--- src/rtl/fft_butterfly_stage.sv ---
// Gao-Mateer butterfly stage of the additive FFT: reads the reduction stage's
// A/B coefficient rows, computes e0 = A ^ B*w and e1 = e0 ^ B per lane, streams pairs out.

module gf_mul #(
  parameter int unsigned   gf   = 13,
  parameter logic [gf-1:0] poly = 13'h001B
) (
  input  logic [gf-1:0] a,
  input  logic [gf-1:0] b,
  output logic [gf-1:0] p
);

  logic [gf-1:0] acc;
  logic [gf-1:0] sh;

  // Shift-and-add multiply; reduction is folded into each doubling of a.
  always_comb begin
    acc = '0;
    sh  = a;
    for (int unsigned i = 0; i < gf; i++) begin
      if (b[i]) acc = acc ^ sh;
      sh = {sh[gf-2:0], 1'b0} ^ (sh[gf-1] ? poly : '0);
    end
    p = acc;
  end

endmodule

module fft_butterfly_stage #(
  parameter int unsigned   gf        = 13,
  parameter int unsigned   mem_width = 4,
  parameter int unsigned   num_power = 6,
  parameter logic [gf-1:0] poly      = 13'h001B
) (
  input  logic                      clk,
  input  logic                      rst,
  input  logic                      start,
  input  logic [mem_width*gf-1:0]   twiddle,
  input  logic                      red_done,
  output logic                      rd_en,
  output logic [num_power-1:0]      rd_addr,
  input  logic [mem_width*gf-1:0]   mem_A_din,
  input  logic [mem_width*gf-1:0]   mem_B_din,
  output logic                      out_valid,
  input  logic                      out_ready,
  output logic [mem_width*gf-1:0]   out_e0,
  output logic [mem_width*gf-1:0]   out_e1,
  output logic                      busy,
  output logic                      done
);

  localparam int unsigned W = mem_width * gf;

  typedef enum logic [1:0] {S_IDLE, S_WAIT, S_STREAM, S_DONE} state_t;

  state_t               state;
  logic [W-1:0]         tw;
  logic [W-1:0]         e0_new;
  logic [W-1:0]         e1_new;
  logic [W-1:0]         slot1_e0;
  logic [W-1:0]         slot1_e1;
  logic                 inflight;
  logic                 all_issued;
  logic [1:0]           fifo_count;
  logic [num_power-1:0] acc_count;
  logic [2:0]           occ;
  logic                 push;
  logic                 pop;
  logic                 issue;

  for (genvar l = 0; l < mem_width; l++) begin : g_lane
    logic [gf-1:0] prod;

    gf_mul #(.gf(gf), .poly(poly)) u_mul (
      .a(mem_B_din[l*gf +: gf]),
      .b(tw[l*gf +: gf]),
      .p(prod)
    );

    assign e0_new[l*gf +: gf] = mem_A_din[l*gf +: gf] ^ prod;
    assign e1_new[l*gf +: gf] = e0_new[l*gf +: gf] ^ mem_B_din[l*gf +: gf];
  end

  assign push      = inflight;
  assign out_valid = (fifo_count != 2'd0);
  assign pop       = out_valid & out_ready;
  assign occ       = {1'b0, fifo_count} + {2'b00, inflight};

  // A pop in this cycle frees the slot the new read will land in, which is what
  // sustains one row per cycle with only two entries of buffering.
  assign issue = (state == S_STREAM) && !all_issued &&
                 ((occ < 3'd2) || (occ == 3'd2 && pop && fifo_count == 2'd1));

  assign rd_en = issue;
  assign busy  = (state != S_IDLE);
  assign done  = (state == S_DONE);

  always_ff @(posedge clk) begin
    if (rst) begin
      state      <= S_IDLE;
      tw         <= '0;
      rd_addr    <= '0;
      all_issued <= 1'b0;
      inflight   <= 1'b0;
      fifo_count <= '0;
      out_e0     <= '0;
      out_e1     <= '0;
      slot1_e0   <= '0;
      slot1_e1   <= '0;
      acc_count  <= '0;
    end else begin
      inflight <= issue;

      if (issue) begin
        if (&rd_addr) all_issued <= 1'b1;
        else          rd_addr    <= rd_addr + num_power'(1);
      end

      case ({push, pop})
        2'b10: begin
          if (fifo_count == 2'd0) begin
            out_e0 <= e0_new;
            out_e1 <= e1_new;
          end else begin
            slot1_e0 <= e0_new;
            slot1_e1 <= e1_new;
          end
          fifo_count <= fifo_count + 2'd1;
        end
        2'b01: begin
          out_e0     <= slot1_e0;
          out_e1     <= slot1_e1;
          fifo_count <= fifo_count - 2'd1;
        end
        2'b11: begin
          if (fifo_count == 2'd1) begin
            out_e0 <= e0_new;
            out_e1 <= e1_new;
          end else begin
            out_e0   <= slot1_e0;
            out_e1   <= slot1_e1;
            slot1_e0 <= e0_new;
            slot1_e1 <= e1_new;
          end
        end
        default: ;
      endcase

      case (state)
        S_IDLE: begin
          if (start) begin
            tw         <= twiddle;
            rd_addr    <= '0;
            all_issued <= 1'b0;
            acc_count  <= '0;
            state      <= red_done ? S_STREAM : S_WAIT;
          end
        end
        S_WAIT: begin
          if (red_done) state <= S_STREAM;
        end
        S_STREAM: begin
          if (pop) begin
            acc_count <= acc_count + num_power'(1);
            if (&acc_count) state <= S_DONE;
          end
        end
        S_DONE:  state <= S_IDLE;
        default: state <= S_IDLE;
      endcase
    end
  end

endmodule

--- config.mk ---
export PLATFORM = sky130hd
export DESIGN_NAME = fft_butterfly_stage
export DESIGN_NICKNAME = d
export VERILOG_FILES = /design/src/rtl/fft_butterfly_stage.sv
export SDC_FILE = /design/constraint.sdc
export NUM_CORES = 1
export LEC_CHECK = 0
export BUFFER_PORTS_ARGS = -buffer_cell sky130_fd_sc_hd__buf_2
export CORE_MARGIN = 2
export CORE_UTILIZATION = 45
export CTS_CLUSTER_DIAMETER = 120
export DETAILED_ROUTE_END_ITERATION = 16
export PLACE_DENSITY = 0.66
export SYNTH_ARGS = -nofsm -noshare
export SYNTH_HDL_FRONTEND = slang
export SYNTH_SLANG_ARGS = --single-unit
--- constraint.sdc ---
create_clock -name clk -period 4.4 [get_ports clk]
set_input_delay 0.88 -clock clk [delete_from_list [all_inputs] [get_ports clk]]
set_output_delay 0.88 -clock clk [all_outputs]
set_load 0.005 [all_outputs]
## Word-level counts from Yosys, hierarchy flattened

Index checks and enable logic that the tools add are counted.
Widths: inputs -> output; s select.

- Flip-flop bits (word level): 278
- Bits of input ports: 161
- Output and inout bits: 114
- Logic and storage cells: 288

- Add/subtract/negate cells: 5
- Magnitude comparators: 1
- Eq/ne operators: 15
- Multiplexer cells: 130
- Bitwise gates (word level): 105
- Reduce and logical (&&, ||, !) cells: 21

Operator list:

| kind | count |
|---|---|
| $xor 13x13->13 | 104 |
| $mux 13 | 52 |
| $mux 52 | 8 |
| $pmux 52 s3 | 2 |
| $mux 5 | 48 |
| $pmux 52 s2 | 2 |
| $mux 6 | 6 |
| $add 6x1->6 const B | 2 |
| $ne 2x2->1 const B | 6 |
| $pmux 6 s2 | 1 |
| $reduce_and 6->1 | 2 |
| $mux 2 | 5 |
| $reduce_bool 2->1 | 5 |
| $eq 2x2->1 const B | 4 |
| $pmux 2 s4 | 1 |
| $eq 2x1->1 const B | 3 |
| $reduce_and 3->1 | 2 |
| $logic_and 1x1->1 | 4 |
| $logic_not 2->1 | 2 |
| $mux 1 | 4 |
| $pmux 2 s2 | 1 |
| $reduce_and 2->1 | 2 |
| $reduce_and 4->1 | 1 |
| $add 2x1->3 | 1 |
| other kinds (9) | 9 |

## Logic depth before layout (Yosys ltp)

- Depth in word-level cells: 30
- Gate-level depth with buffers: 12
- Gate-level depth less buffers: 11

## By module

From an unflattened synthesis, not the netlist that was laid out.

- Cells, all modules: 3084
- Area total of the unflattened synthesis: 23432.5 µm²

Modules (own cells, without submodules):

| module | times used | cells an instance | area an instance (µm²) | sequential area each (µm²) |
|---|---|---|---|---|
| gf_mul | 4 | 425 | 2995.4 | 0.0 |
| fft_butterfly_stage | 1 | 1384 | 11451.0 | 5565.3 |

## Worst setup path after synthesis

No wires, ideal clock.

- Path kind: input port to flip-flop
- Start: input mem_B_din[37]
- End: register out_e1[30]
- Library setup time: 0.132 ns
- Data arrival time: 3.175 ns
- Path slack: 1.093 ns
- Stages: 10
- Path through: buf_2 > xor3_1 > xnor2_1 > xnor2_1 > and2_1 > xnor3_1 > xnor3_1 > xnor2_1 > a221oi_1 > nor3_1

- Cells in the longest elaborated chain, start to end: 29
- Elaborated cells between the ends (all ways): 42
- Classes of those cells: mux (17); bitwise (25)

Ends and longest elaborated chain:

| item | line | source |
|---|---|---|
| from (decl) | 43 | `input logic [mem_width*gf-1:0] mem_B_din,` |
| $xor 13x13->13 (*) | 22 | `sh = {sh[gf-2:0], 1'b0} ^ (sh[gf-1] ? poly : '0);` |
| $mux 5 (*) | 22 |  |
| $xor 13x13->13 (*) | 22 |  |
| $xor 13x13->13 | 21 | `if (b[i]) acc = acc ^ sh;` |
| $mux 13 | 21 |  |
| $xor 13x13->13 | 21 |  |
| $mux 13 | 21 |  |
| $xor 13x13->13 | 21 |  |
| [... 13 more ...] | - |  |
| $xor 13x13->13 | 21 |  |
| $mux 13 | 21 |  |
| $xor 13x13->13 | 21 |  |
| $mux 13 (*) | 21 |  |
| $xor 13x13->13 (*) | 80 | `assign e0_new[l*gf +: gf] = mem_A_din[l*gf +: gf] ^ prod;` |
| $xor 13x13->13 (*) | 81 | `assign e1_new[l*gf +: gf] = e0_new[l*gf +: gf] ^ mem_B_din[l*gf +: gf];` |
| $mux 52 (on tied branches) | 136, 121 |  |
| $pmux 52 s3 (*) | 119 | `case ({push, pop})` |
| to (signal assigned) | 123 | `out_e1 <= e1_new;` |
| to (signal assigned) | 138 | `out_e1 <= e1_new;` |
| to (signal assigned) | 141 | `out_e1 <= slot1_e1;` |
| to (decl) | 47 | `output logic [mem_width*gf-1:0] out_e1,` |

Mark *: on every way between the ends. The rest lies on a longest branch, timed or not. The select of a mux whose other input is x is not followed.
A chain may end at the register's enable or synchronous reset.

## Final worst setup path

- Start: register fifo_count[0]
- End: output rd_en

- Cells in the longest elaborated chain, start to end: 6
- Elaborated cells between the ends (all ways): 10
- Classes of those cells: add/sub (1); order compare (1); eq/ne (2); bitwise (1); reduce/logical (5)

Ends and longest elaborated chain:

| item | line | source |
|---|---|---|
| from (decl) | 64 | `logic [1:0] fifo_count;` |
| from (signal assigned) | 128 | `fifo_count <= fifo_count + 2'd1;` |
| from (signal assigned) | 133 | `fifo_count <= fifo_count - 2'd1;` |
| parallel branches: the longest is 4 deep, another holds $add 2x1->3 | - |  |
| $logic_or 1x1->1 (*) | 92 | `((occ < 3'd2) \|\| (occ == 3'd2 && pop && fifo_count == 2'd1));` |
| $logic_and 1x1->1 (*) | 91 | `assign issue = (state == S_STREAM) && !all_issued &&` |
| to (decl) | 40 | `output logic rd_en,` |

Every way passes the cells marked *.

==> flow_summary.toml <==
[run_status]
status = "finished, final reports clean"

[drt]
postRouteAntennaNets = 0
first_iter_violations = 1776
drt_first_pass_iters = 7
vias = 20900
wl_per_cell_um = 19.5
drcViolationCount = 0
wl_um = 74600
viasPerCell = 5.46

[placement]
dp_hpwl_um = 53100
port_buffers = 274
gp_congestion = 0.994
place_ws_ns = 0.449

[setup_path]
cp_max_fo = 8
reg2reg_from = "fifo_count[0]"
startpoint = "fifo_count[0]"
critPathCaptureType = "output pin"
arrival_ns = 2.73
required_ns = 3.52
crit_type = "flop to output pin"
worstSetupStartpointType = "flop"

[clock_tree]
clk_pin_slew_worst_paths_ns = 0.06
numCtsBuffers = 35
clock_latency_ns = 0.55
postCtsSetupRepairBufs = 0
hold_buffers = 0
clk_path_buf_depth = 3
cts.sinks = 278
ctsResizeCount = 0
htreeDepth = 2
tritoncts = "built"
cts-root-buf = "clkbuf_16"

[cells_and_area]
syn_to_final_growth_pct = 12.5
drive_gt1_frac = 0.141
nets = 3311
final_common_cell = "nand2_1"
mostFrequentLayoutCells = "804 x nand2_1, 534 x xnor2_1, 278 x dfxtp_1"
fill_cells = 4867

[grt]
grt-ovfl-total = 0
grt_use_total = 0.275
antenna_found_initial = 2
grt_max_degree = 122
grt_pass1_vias = 19800
grt_pass1_wl_um = 115000

[synth]
yosys_register_bits = 278
seq_area_frac_synth = 0.241
syn_area_sq_um = 23100
ys.flop_type = "dfxtp_1"
synthCells = 3030
synth_edf_count = 0
ys_warn_count = 0
synthArstFlopShare = 0
syn_avg_cell_area_sq_um = 7.61
synth_nets = 3206
ys_types = 49

[timing]
rsz0062_at_grt = "no"
slew_headroom = 0.222
finalSetupViolations = 0
fin_tns_setup_ns = 0
slew_violations = 0
tightest_slew_ns = 1.16
setup_ws_ns = 0.786
period_minus_slack_ns = 3.61
period_share = 0.821
fmax_ghz = 0.277
final_hold_viol_count = 0
finClkSkew_ns = 0.0183

[die]
die_area_sq_um = 53100
io_pins = 275
core-area_sq_um = 50400
initial_core_util = 0.458
die_h_um = 230
rows = 82
fp.dieW_um = 230

[flow_run]
drv_cap = 0

[power_and_ir_drop]
total_power_mw = 16.8
power_density_nw_per_um2 = 647
power.leakage_nw = 9.68
irDropWorstVdd_v = 0.000306

[worst_hold_path]
holdCritStartpoint = "slot1_e1[31]"
hp-class = "flop to flop"
-- state kept, by name, indices dropped and copies added (netlist names) --
name        flops
state           2
slot1_e1       52
acc_count       6
all_issued      1
inflight        1
slot1_e0       52
tw             52
out_e0         52
rd_addr         6
fifo_count      2
out_e1         52
-- cell usage after synthesis (3+ instances only) --
master	count	share of area
or3b_2	3	0.0011
or2_2	4	0.0011
a21oi_1	172	0.037
dfxtp_1	278	0.24
a21boi_0	3	0.00098
a221oi_1	57	0.022
xnor2_2	6	0.0042
ha_1	15	0.0081
buf_4	13	0.0042
mux2i_1	42	0.018
inv_1	18	0.0029
xor2_2	13	0.0092
nand2b_1	6	0.0016
a211oi_1	57	0.019
o211ai_1	12	0.0039
nor3_1	73	0.016
a21o_1	3	0.00098
a22oi_1	16	0.0052
nand2_1	805	0.13
and3b_1	7	0.0027
nor2_1	204	0.033
xor3_1	14	0.014
o21ai_0	88	0.019
nor2b_1	15	0.0041
mux2_2	11	0.0054
and2_1	3	0.00081
xnor3_1	57	0.056
xor2_1	196	0.074
nand3_1	9	0.0020
clkbuf_1	201	0.033
xnor2_1	534	0.20
buf_2	43	0.0093
nor3b_1	14	0.0046
buf_1	15	0.0024
-- critical path, cell delays in order (launching register included) --
cell and delay [ns]:
dfxtp_1 0.41, inv_1 0.06, ha_1 0.26, nor2b_1 0.37, inv_1 0.22, nor4_1 0.29
o21a_1 0.19, nand2b_1 0.19, inv_1 0.09, buf_2 0.11
-- final cells by class --
cell class                 instances  area (sq um)  share of cell area
sequential                       278          5570               0.215
inverter                          18          67.6             0.00260
antenna                            2          5.00            0.000193
tap                              672           841              0.0324
multi-input combinational       2461         16400               0.630
clock inverter                    19           201             0.00776
timing repair buffer             341          1960              0.0755
clock buffer                      44           950              0.0366
-- path summary, 6_finish.rpt --
path                  end  slack [ns]  cells past startpoint
min reg2reg  slot1_e1[31]        0.46                      2
max                 rd_en        0.79                      9
min          slot1_e1[31]        0.46                      2
max reg2reg  slot1_e0[21]        1.10                     11
-- stage by stage --
step	instance area, sq um	util	hold WS, ns	instances
floorplan	23100	-	0.428	3030
global placement	24800	0.492	0.441	3770
detailed placement	24800	0.492	0.447	3770
CTS	25900	0.515	0.455	3833
global route	25900	0.515	0.470	3834
finish	25900	0.515	0.456	3835
-- power by group --
group / switching, mW / internal (mW) / total, mW / leakage (nW)
registers: 0.837 / 3.30 / 4.14 / 2.27
logic: 5.69 / 4.03 / 9.72 / 6.84
clock network: 1.21 / 1.72 / 2.93 / 0.567
-- per-layer routing --
metal | up-vias | wire length [um] | track usage
met4 | 0 | 2520 | 0.100
met2 | 795 | 33000 | 0.423
met3 | 128 | 5870 | 0.0503
met1 | 10100 | 33200 | 0.383
met5 | - | 0 | 0
li1 | 9966 | - | -
-- cell families after synthesis --
kind of cell,synth area share
simple gates,0.200
xor+xnor,0.363
buf+inv,0.0519
compound gates,0.112
flops,0.241
mux,0.0236
fa+ha+maj,0.00814
No activity file was read; power rests on OpenSTA's default activity.
